File: config.mk
export PLATFORM = sky130hd
export DESIGN_NAME = load_store_unit_flat
export DESIGN_NICKNAME = d
export VERILOG_FILES = /design/src/rtl/load_store_unit_if.sv /design/src/rtl/load_store_unit.sv /design/src/flat_wrapper.sv
export SDC_FILE = /design/constraint.sdc
export NUM_CORES = 1
export LEC_CHECK = 0
export ABC_AREA = 1
export BUFFER_PORTS_ARGS = -buffer_cell sky130_fd_sc_hd__clkbuf_2
export CAP_MARGIN = 20
export CORE_MARGIN = 2
export CORE_UTILIZATION = 40
export CTS_CLUSTER_DIAMETER = 120
export DETAILED_ROUTE_END_ITERATION = 10
export GPL_ROUTABILITY_DRIVEN = 1
export GPL_TIMING_DRIVEN = 0
export SYNTH_ARGS = -nofsm -noshare
export SYNTH_HDL_FRONTEND = slang
export SYNTH_SLANG_ARGS = --single-unit
File: constraint.sdc
create_clock -name clk -period 10.42 [get_ports clk]
set_input_delay 1.563 -clock clk [delete_from_list [all_inputs] [get_ports clk]]
set_output_delay 1.563 -clock clk [all_outputs]
set_load 0.02 [all_outputs]
File: src/rtl/load_store_unit_if.sv
// load_store_unit_if: request/response and memory-bus signals of the load/store unit.
// Handshake: a request transfers on a rising clk edge where req_valid & req_ready;
// the requester holds req_* stable while req_valid is high and not yet accepted.
// 'slave' is the unit's view; 'master' is the datapath + memory side.
interface load_store_unit_if;
  logic        req_valid;
  logic        req_ready;
  logic        req_write;
  logic [1:0]  req_size;
  logic        req_unsigned;
  logic [31:0] req_addr;
  logic [31:0] req_wdata;
  logic        done;
  logic        err;
  logic [31:0] rdata;
  logic        mem_read;
  logic        mem_write;
  logic [31:0] mem_address;
  logic [31:0] mem_write_data;
  logic [31:0] mem_read_data;

  modport slave (
    input  req_valid, req_write, req_size, req_unsigned, req_addr, req_wdata,
    input  mem_read_data,
    output req_ready, done, err, rdata,
    output mem_read, mem_write, mem_address, mem_write_data
  );

  modport master (
    output req_valid, req_write, req_size, req_unsigned, req_addr, req_wdata,
    output mem_read_data,
    input  req_ready, done, err, rdata,
    input  mem_read, mem_write, mem_address, mem_write_data
  );
endinterface

File: src/rtl/load_store_unit.sv
// load_store_unit: initiator between datapath and a word-organised single-port memory.
// Byte/halfword/word loads with sign/zero extension; sub-word stores via read-modify-write.
// Optional macro LSU_MISALIGN_TRAP_EN: misaligned halfword/word accesses raise err
// instead of being aligned down to the access size.
// o_dbg_state exposes the FSM state (0 IDLE, 1 READ, 2 WRITE, 3 DONE).
module load_store_unit #(
  parameter int MEM_WORDS = 64
) (
  input  logic                  clk,
  input  logic                  reset,
  load_store_unit_if.slave      bus,
  output logic [1:0]            o_dbg_state
);

  localparam logic [1:0] S_IDLE  = 2'd0;
  localparam logic [1:0] S_READ  = 2'd1;
  localparam logic [1:0] S_WRITE = 2'd2;
  localparam logic [1:0] S_DONE  = 2'd3;

  localparam logic [32:0] ADDR_LIMIT = 33'(MEM_WORDS * 4);

  logic [1:0]  r_state;
  logic [31:0] r_addr;
  logic [1:0]  r_size;
  logic        r_write;
  logic        r_unsigned;
  logic [31:0] r_wdata;
  logic [31:0] r_wword;
  logic [31:0] r_rdata;
  logic        r_err;

  logic        w_is_byte;
  logic        w_is_half;
  logic        w_oor;
  logic        w_bad;
  logic [31:0] w_addr_al;
  logic        w_r_byte;
  logic        w_r_half;
  logic [7:0]  w_lane_b;
  logic [15:0] w_lane_h;
  logic [31:0] w_load_val;
  logic [31:0] w_merged;
`ifdef LSU_MISALIGN_TRAP_EN
  logic        w_misalign;
`endif

  // Classify the incoming request: size decode, range/alignment check, aligned address.
  always_comb begin
    w_is_byte = (bus.req_size == 2'b00);
    w_is_half = (bus.req_size == 2'b01);
    w_oor     = ({1'b0, bus.req_addr} >= ADDR_LIMIT);
`ifdef LSU_MISALIGN_TRAP_EN
    w_misalign = (w_is_half & bus.req_addr[0]) |
                 (!w_is_byte && !w_is_half && (bus.req_addr[1:0] != 2'b00));
    w_bad      = w_oor | w_misalign;
`else
    w_bad      = w_oor;
`endif
    // Aligning down is a no-op for any access that passes the trap check.
    if (w_is_half)      w_addr_al = {bus.req_addr[31:1], 1'b0};
    else if (w_is_byte) w_addr_al = bus.req_addr;
    else                w_addr_al = {bus.req_addr[31:2], 2'b00};
  end

  // Lane extraction, extension and merge on the word returned during READ.
  always_comb begin
    w_r_byte = (r_size == 2'b00);
    w_r_half = (r_size == 2'b01);
    w_lane_b = bus.mem_read_data[{r_addr[1:0], 3'b000} +: 8];
    w_lane_h = bus.mem_read_data[{r_addr[1], 4'b0000} +: 16];
    if (w_r_byte)
      w_load_val = r_unsigned ? {24'd0, w_lane_b} : {{24{w_lane_b[7]}}, w_lane_b};
    else if (w_r_half)
      w_load_val = r_unsigned ? {16'd0, w_lane_h} : {{16{w_lane_h[15]}}, w_lane_h};
    else
      w_load_val = bus.mem_read_data;
    w_merged = bus.mem_read_data;
    if (w_r_byte)      w_merged[{r_addr[1:0], 3'b000} +: 8] = r_wdata[7:0];
    else if (w_r_half) w_merged[{r_addr[1], 4'b0000} +: 16] = r_wdata[15:0];
    else               w_merged = r_wdata;
  end

  // FSM and latched request fields; reset abandons any access in flight.
  always_ff @(posedge clk or posedge reset) begin
    if (reset) begin
      r_state    <= S_IDLE;
      r_addr     <= 32'd0;
      r_size     <= 2'b00;
      r_write    <= 1'b0;
      r_unsigned <= 1'b0;
      r_wdata    <= 32'd0;
      r_wword    <= 32'd0;
      r_rdata    <= 32'd0;
      r_err      <= 1'b0;
    end else begin
      case (r_state)
        S_IDLE: begin
          if (bus.req_valid) begin
            r_addr     <= w_addr_al;
            r_size     <= bus.req_size;
            r_write    <= bus.req_write;
            r_unsigned <= bus.req_unsigned;
            r_wdata    <= bus.req_wdata;
            r_rdata    <= 32'd0;
            if (w_bad) begin
              r_err   <= 1'b1;
              r_state <= S_DONE;
            end else begin
              r_err <= 1'b0;
              if (!bus.req_write || w_is_byte || w_is_half) begin
                r_state <= S_READ;
              end else begin
                r_wword <= bus.req_wdata;
                r_state <= S_WRITE;
              end
            end
          end
        end
        S_READ: begin
          if (r_write) begin
            r_wword <= w_merged;
            r_state <= S_WRITE;
          end else begin
            r_rdata <= w_load_val;
            r_state <= S_DONE;
          end
        end
        S_WRITE: r_state <= S_DONE;
        default: r_state <= S_IDLE;
      endcase
    end
  end

  assign bus.req_ready      = (r_state == S_IDLE);
  assign bus.done           = (r_state == S_DONE);
  assign bus.err            = (r_state == S_DONE) & r_err;
  assign bus.rdata          = r_rdata;
  assign bus.mem_read       = (r_state == S_READ);
  assign bus.mem_write      = (r_state == S_WRITE);
  assign bus.mem_address    = {r_addr[31:2], 2'b00};
  assign bus.mem_write_data = r_wword;
  assign o_dbg_state        = r_state;

endmodule

File: src/flat_wrapper.sv
// flat-port wrapper written by rule: the top's interface ports become plain ports
module load_store_unit_flat 
#(
  parameter int MEM_WORDS = 64
)
  (clk, reset, o_dbg_state, bus_req_valid, bus_req_write, bus_req_size, bus_req_unsigned, bus_req_addr, bus_req_wdata, bus_mem_read_data, bus_req_ready, bus_done, bus_err, bus_rdata, bus_mem_read, bus_mem_write, bus_mem_address, bus_mem_write_data);
  load_store_unit_if bus_i ();
  input  logic clk;
  input  logic reset;
  output logic [1:0] o_dbg_state;
  input wire logic [$bits(bus_i.req_valid)-1:0] bus_req_valid;
  input wire logic [$bits(bus_i.req_write)-1:0] bus_req_write;
  input wire logic [$bits(bus_i.req_size)-1:0] bus_req_size;
  input wire logic [$bits(bus_i.req_unsigned)-1:0] bus_req_unsigned;
  input wire logic [$bits(bus_i.req_addr)-1:0] bus_req_addr;
  input wire logic [$bits(bus_i.req_wdata)-1:0] bus_req_wdata;
  input wire logic [$bits(bus_i.mem_read_data)-1:0] bus_mem_read_data;
  output wire logic [$bits(bus_i.req_ready)-1:0] bus_req_ready;
  output wire logic [$bits(bus_i.done)-1:0] bus_done;
  output wire logic [$bits(bus_i.err)-1:0] bus_err;
  output wire logic [$bits(bus_i.rdata)-1:0] bus_rdata;
  output wire logic [$bits(bus_i.mem_read)-1:0] bus_mem_read;
  output wire logic [$bits(bus_i.mem_write)-1:0] bus_mem_write;
  output wire logic [$bits(bus_i.mem_address)-1:0] bus_mem_address;
  output wire logic [$bits(bus_i.mem_write_data)-1:0] bus_mem_write_data;
  assign bus_i.req_valid = bus_req_valid;
  assign bus_i.req_write = bus_req_write;
  assign bus_i.req_size = bus_req_size;
  assign bus_i.req_unsigned = bus_req_unsigned;
  assign bus_i.req_addr = bus_req_addr;
  assign bus_i.req_wdata = bus_req_wdata;
  assign bus_i.mem_read_data = bus_mem_read_data;
  assign bus_req_ready = bus_i.req_ready;
  assign bus_done = bus_i.done;
  assign bus_err = bus_i.err;
  assign bus_rdata = bus_i.rdata;
  assign bus_mem_read = bus_i.mem_read;
  assign bus_mem_write = bus_i.mem_write;
  assign bus_mem_address = bus_i.mem_address;
  assign bus_mem_write_data = bus_i.mem_write_data;
  load_store_unit #(.MEM_WORDS(MEM_WORDS)) u_core (.clk(clk), .reset(reset), .bus(bus_i), .o_dbg_state(o_dbg_state));
endmodule
# After elaboration in Yosys (flattened, before gate mapping)
# Cells that the tools add are included.
dict set report op_classes {
  n_addsub 2
  order_cmp 1
  eq_ne 10
  n_shift 6
  n_mux 24
  bitwise 1
  n_reduce_logical 10
}
# cell count
set op_table {}
lappend op_table {{$mux 32} 12}
lappend op_table {{$pmux 32 s2} 2}
lappend op_table {{$bwmux 32} 2}
lappend op_table {{$ge 32x9->1 const B} 1}
lappend op_table {{$shift 16x7->32 const A} 1}
lappend op_table {{$shift 8x7->32 const A} 1}
lappend op_table {{$shiftx 16x7->32} 1}
lappend op_table {{$shiftx 32x6->16} 1}
lappend op_table {{$shiftx 32x6->8} 1}
lappend op_table {{$shiftx 8x7->32} 1}
lappend op_table {{$neg 5->7} 2}
lappend op_table {{$mux 2} 5}
lappend op_table {{$ne 2x2->1 const B} 4}
lappend op_table {{$eq 2x1->1 const B} 3}
lappend op_table {{$logic_not 2->1} 3}
lappend op_table {{$pmux 2 s3} 1}
lappend op_table {{$reduce_and 5->1} 1}
lappend op_table {{$eq 2x2->1 const B} 2}
lappend op_table {{$reduce_and 3->1} 1}
lappend op_table {{$logic_or 1x1->1} 2}
lappend op_table {{$mux 1} 2}
lappend op_table {{$ne 2x1->1 const B} 1}
lappend op_table {{$reduce_and 2->1} 1}
lappend op_table {{$reduce_bool 2->1} 1}
lappend op_table {{other kinds (2)} 2}
dict set report totals {
  ff_bits 135
  word_cells 63
}

# Depth between registers and ports, before layout
dict set report logic_depth {
  ltp_word 7
  mapped_depth 13
  ltp_nobuf 11
}

# Worst setup path after synthesis
# OpenSTA, ideal clock, no wires.
dict set report synth_path {
  path_type {reg-to-output}
  from {register u_core.r_state[1], in the netlist u_core.o_dbg_state[1]}
  to {output port bus_err}
  arrival_time_ns 1.052
  required_time_ns 8.857
  slack_ns 7.805
  path_stages_with_launch 4
  n_path_buf 0
  cell_sequence {dfrtp_1 -> ha_1 -> nand2_1 -> inv_1}
}
dict set report synth_via {
  elab_chain_cells 2
}
# element line
set synth_lines {}
lappend synth_lines {{start: declaration} load_store_unit.sv:22} ;# logic [1:0] r_state;
lappend synth_lines {{start signal: assignment} load_store_unit.sv:86} ;# r_state <= S_IDLE;
lappend synth_lines {{start signal: assignment} load_store_unit.sv:107} ;# r_state <= S_DONE;
lappend synth_lines {{start signal: assignment} load_store_unit.sv:111} ;# r_state <= S_READ;
lappend synth_lines {{$eq 2x2->1} --}
lappend synth_lines {{via bus_done} flat_wrapper.sv:19} ;# output wire logic [$bits(bus_i.done)-1:0] bus_done;
lappend synth_lines {{$and 1x1->1} load_store_unit.sv:136} ;# assign bus.err = (r_state == S_DONE) & r_err;
lappend synth_lines {{end: declaration} flat_wrapper.sv:20} ;# output wire logic [$bits(bus_i.err)-1:0] bus_err;
# The timed path passes the listed nets, and every way through them passes these cells.

# Worst setup path in the final report
dict set report layout_path {
  from {register u_core.r_state[1], in the netlist u_core.o_dbg_state[1]}
  to {output port bus_req_ready}
}
dict set report layout_via {
  elab_chain_cells 1
}
# element line
set layout_lines {}
lappend layout_lines {{$logic_not 2->1} load_store_unit.sv:134} ;# assign bus.req_ready = (r_state == S_IDLE);
lappend layout_lines {{end: declaration} flat_wrapper.sv:18} ;# output wire logic [$bits(bus_i.req_ready)-1:0] bus_req_ready;
# Every way passes these cells.

==> results.sh <==
export IMPL_pin_count=206
export IMPL_ctsRootBufferMaster="clkbuf_16"
export IMPL_placementRows=51
export IMPL_overflow=0
export IMPL_cts_tree="done"
export IMPL_startpoint_type="flop"
export IMPL_drv_slew=0
export IMPL_tightest_slew_ps=703.8
export IMPL_synthCells=1137
export IMPL_fin_cells=1639
export IMPL_antenna_found_initial=0
export IMPL_dr_pass1_iters=6
export IMPL_slew_headroom_pct=53.08
export IMPL_die_width_um=144.4
export IMPL_routed_wl_um=29110
export IMPL_final_antenna_net_count=0
export IMPL_cpMaxStageDelayCell="dfrtp_1"
export IMPL_numCtsBuffers=17
export IMPL_status="complete, no violations"
export IMPL_ys_flop_type="dfrtp_1"
export IMPL_yosysWarnings=0
export IMPL_timing_hold_ws_ps=478.6
export IMPL_r2r_start="u_core.r_addr[0]$_DFFE_PP0P_"
export IMPL_cts_hold_buf=0
export IMPL_critPathCapture="bus_req_ready"
export IMPL_p_leak_nw=5.329
export IMPL_drc=0
export IMPL_synth_top_area_share_pct=42.84
export IMPL_die_h_um=144.4
export IMPL_synthSimpleGateAreaFrac_pct=33.94
export IMPL_num_fill_cells=2037
export IMPL_r2r_setup_slack_ps=7630
export IMPL_ys_types=26
export IMPL_gp_congestion=1.020
export IMPL_io_buffers=203
export IMPL_power_density_mw_per_mm2=338.7
export IMPL_dpl_cell_count=1607
export IMPL_clk_pin_slew_worst_paths_ps=70
export IMPL_async_flop_share_pct=100.0
export IMPL_path_cells="inv_1 -> ha_1 -> clkbuf_2"
export IMPL_h_tree_depth=4
export IMPL_cp_required_ps=8860
export IMPL_routed_via_density=5.116
export IMPL_grt_start_max_net_pins=89
export IMPL_core_mm2=0.01940
export IMPL_synth_area_leaders="dfrtp_1 43%, nand2_1 22%, nand3_1 7.0%, o21ai_0 5.0%, a21oi_1 4.8%"
export IMPL_initial_utilization_pct=40.65
export IMPL_critPathKind="reg2out"
export IMPL_rsz0062_at_grt="no"
export IMPL_synth_top_family_by_area="simple AND/OR/NAND/NOR gates"
export IMPL_clk_latency_ps=430
export IMPL_die_area_mm2=0.02085
export IMPL_muxShareOfSynthArea_pct=0
export IMPL_r2r_end="u_core.bus.mem_write_data[31]$_DFFE_PP0P_"
export IMPL_timing_fmax_ghz=0.3304
export IMPL_grt_pass1_vias=7926
export IMPL_setup_viol=0
export IMPL_area_growth_pct=25.37
export IMPL_synth_edf_count=0
export IMPL_cts_setup_buffers=0
export IMPL_num_vias=8385
export IMPL_clockBufferDepth=2
export IMPL_path_max_fanout=6
export IMPL_synthAdderAreaFrac_pct=1.428
export IMPL_hpwlAfterDp_um=22100
export IMPL_hold_violations=0
export IMPL_syn_area_mm2=0.007885
export IMPL_cap_viol_max_count=0
export IMPL_cts_sinks=135
export IMPL_drive_above_1_share_pct=23.14
export IMPL_ys_seq_area_share_pct=42.84
export IMPL_ys_ff_latch=135
export IMPL_reg2regPathDepth=12
export IMPL_routedWlPerCell_um=17.76
export IMPL_p_total_mw=3.348
export IMPL_nets=1473
export IMPL_worstSetupStartpoint="u_core.o_dbg_state[1]$_DFFE_PP0P_"
export IMPL_grt_usage_pct=28.49
export IMPL_finClkSkew_ps=12.02
export IMPL_critPathMaxStageDelay_ps=430
export IMPL_synth_compound_area_share_pct=12.44
export IMPL_hp_class="reg2reg"
export IMPL_drtIter0Drc=701
export IMPL_synthTopCellsByCount="472 x nand2_1, 135 x dfrtp_1, 111 x nand3_1"
export IMPL_cts_resized=0
export IMPL_antenna_cells=0
export IMPL_post_route_period_util_pct=29.05
export IMPL_cp_arrival_ps=1460
export IMPL_syn_avg_cell_area_um2=6.935
export IMPL_yosysTopAreaCell="dfrtp_1"
export IMPL_endpoint_kind="output pin"
export IMPL_finalCriticalPeriod_ps=3027
export IMPL_vdd_drop_max_v=0.0001359
export IMPL_fin_tns_setup_ps=0
export IMPL_synthXorXnorAreaFrac_pct=0
export IMPL_grt_pass1_wl_um=44910
export IMPL_synth_most_common_cell="nand2_1"
## cell families (layout without fill, tap and decap cells)
logic type	Yosys count	count (layout)
fa+ha+maj	9	9
buf+inv	149	385
simple gates	656	656
compound gates	187	187
flops	135	135
other cells	1	2
## worst min-delay path by stage
stage                     cells past startpoint                                        end  slack [ps]                                       from
final                                         2  u_core.bus.mem_write_data[13]$_DFFE_PP0P_         480  u_core.bus.mem_write_data[13]$_DFFE_PP0P_
after global placement                        2  u_core.bus.mem_write_data[30]$_DFFE_PP0P_         460  u_core.bus.mem_write_data[30]$_DFFE_PP0P_
after global routing                          2   u_core.bus.mem_write_data[4]$_DFFE_PP0P_         500   u_core.bus.mem_write_data[4]$_DFFE_PP0P_
after floorplan                               2             u_core.r_wdata[17]$_DFFE_PP0P_         450             u_core.r_wdata[17]$_DFFE_PP0P_
after detailed placement                      2   u_core.bus.mem_write_data[4]$_DFFE_PP0P_         460   u_core.bus.mem_write_data[4]$_DFFE_PP0P_
after CTS                                     2             u_core.r_wdata[28]$_DFFE_PP0P_         480             u_core.r_wdata[28]$_DFFE_PP0P_
## power by group
| part | switching, mW | internal (mW) | total (mW) |
|---|---|---|---|
| combinational | 1.19 | 0.577 | 1.77 |
| clock | 0.266 | 0.382 | 0.648 |
| sequential | 0.167 | 0.763 | 0.930 |
## sequential cells by signal, summed over array words and instances (netlist names)
signal and cells:
u_core.r_size 2, u_core.r_write 1, u_core.bus.rdata 32, u_core.r_addr 32, u_core.r_err 1, u_core.r_wdata 32, u_core.o_dbg_state 2, u_core.bus.mem_write_data 32
u_core.r_unsigned 1
## per-stage QoR
stage / worst slack [ps] / cell area (um^2) / utilization, %
6_report: 7393 / 9886 / 50.96
2_1_floorplan: 5246 / 7889 / -
3_3_place_gp: 3470 / 9236 / 47.61
5_1_grt: 7280 / 9886 / 50.96
3_5_place_dp: 7173 / 9269 / 47.78
4_1_cts: 7369 / 9886 / 50.96
## cell type report
type / instances / area, um^2 / area share, %
Multi-Input combinational cell: 854 / 3777 / 38.21
Sequential cell: 135 / 3378 / 34.17
Timing Repair Buffer: 204 / 1044 / 10.56
Buffer: 99 / 545.5 / 5.518
Clock buffer: 17 / 425.4 / 4.303
Tap cell: 265 / 331.6 / 3.354
Inverter: 50 / 192.7 / 1.949
Clock inverter: 15 / 191.4 / 1.936
## layer usage
metal  GRT usage (%)  wire, um
met1           38.58     13020
met5               0         0
met3           6.225      2315
met2           45.15     12970
met4           9.913       811
## worst max-delay path: cells and delay by family, from the launching register on
kind | cells | cell delay (ps)
flops | 1 | 430
fa+ha+maj | 1 | 290
buf+inv | 2 | 320
## placed cells by master (no fill, tap or decap), types with 2 or more instances in the layout
cell | synthesis | routed
nand2_1 | 472 | 472
clkbuf_2 | 0 | 203
dfrtp_1 | 135 | 135
nand3_1 | 111 | 111
o21ai_0 | 79 | 79
a21oi_1 | 75 | 75
nor2_1 | 52 | 52
inv_1 | 45 | 44
buf_4 | 35 | 35
clkbuf_1 | 30 | 30
buf_2 | 28 | 28
o21ai_1 | 17 | 17
clkbuf_16 | 0 | 17
nand4_1 | 13 | 13
o211ai_1 | 11 | 11
ha_1 | 9 | 9
inv_6 | 0 | 6
inv_2 | 5 | 5
buf_1 | 5 | 5
o21ai_2 | 3 | 3
bufinv_16 | 0 | 3
clkinv_4 | 0 | 3
nor2_4 | 2 | 2
nor2_2 | 2 | 2
nand3_2 | 2 | 2
conb_1 | 1 | 2
clkinvlp_4 | 0 | 2
No activity file was read; power rests on OpenSTA's default activity.
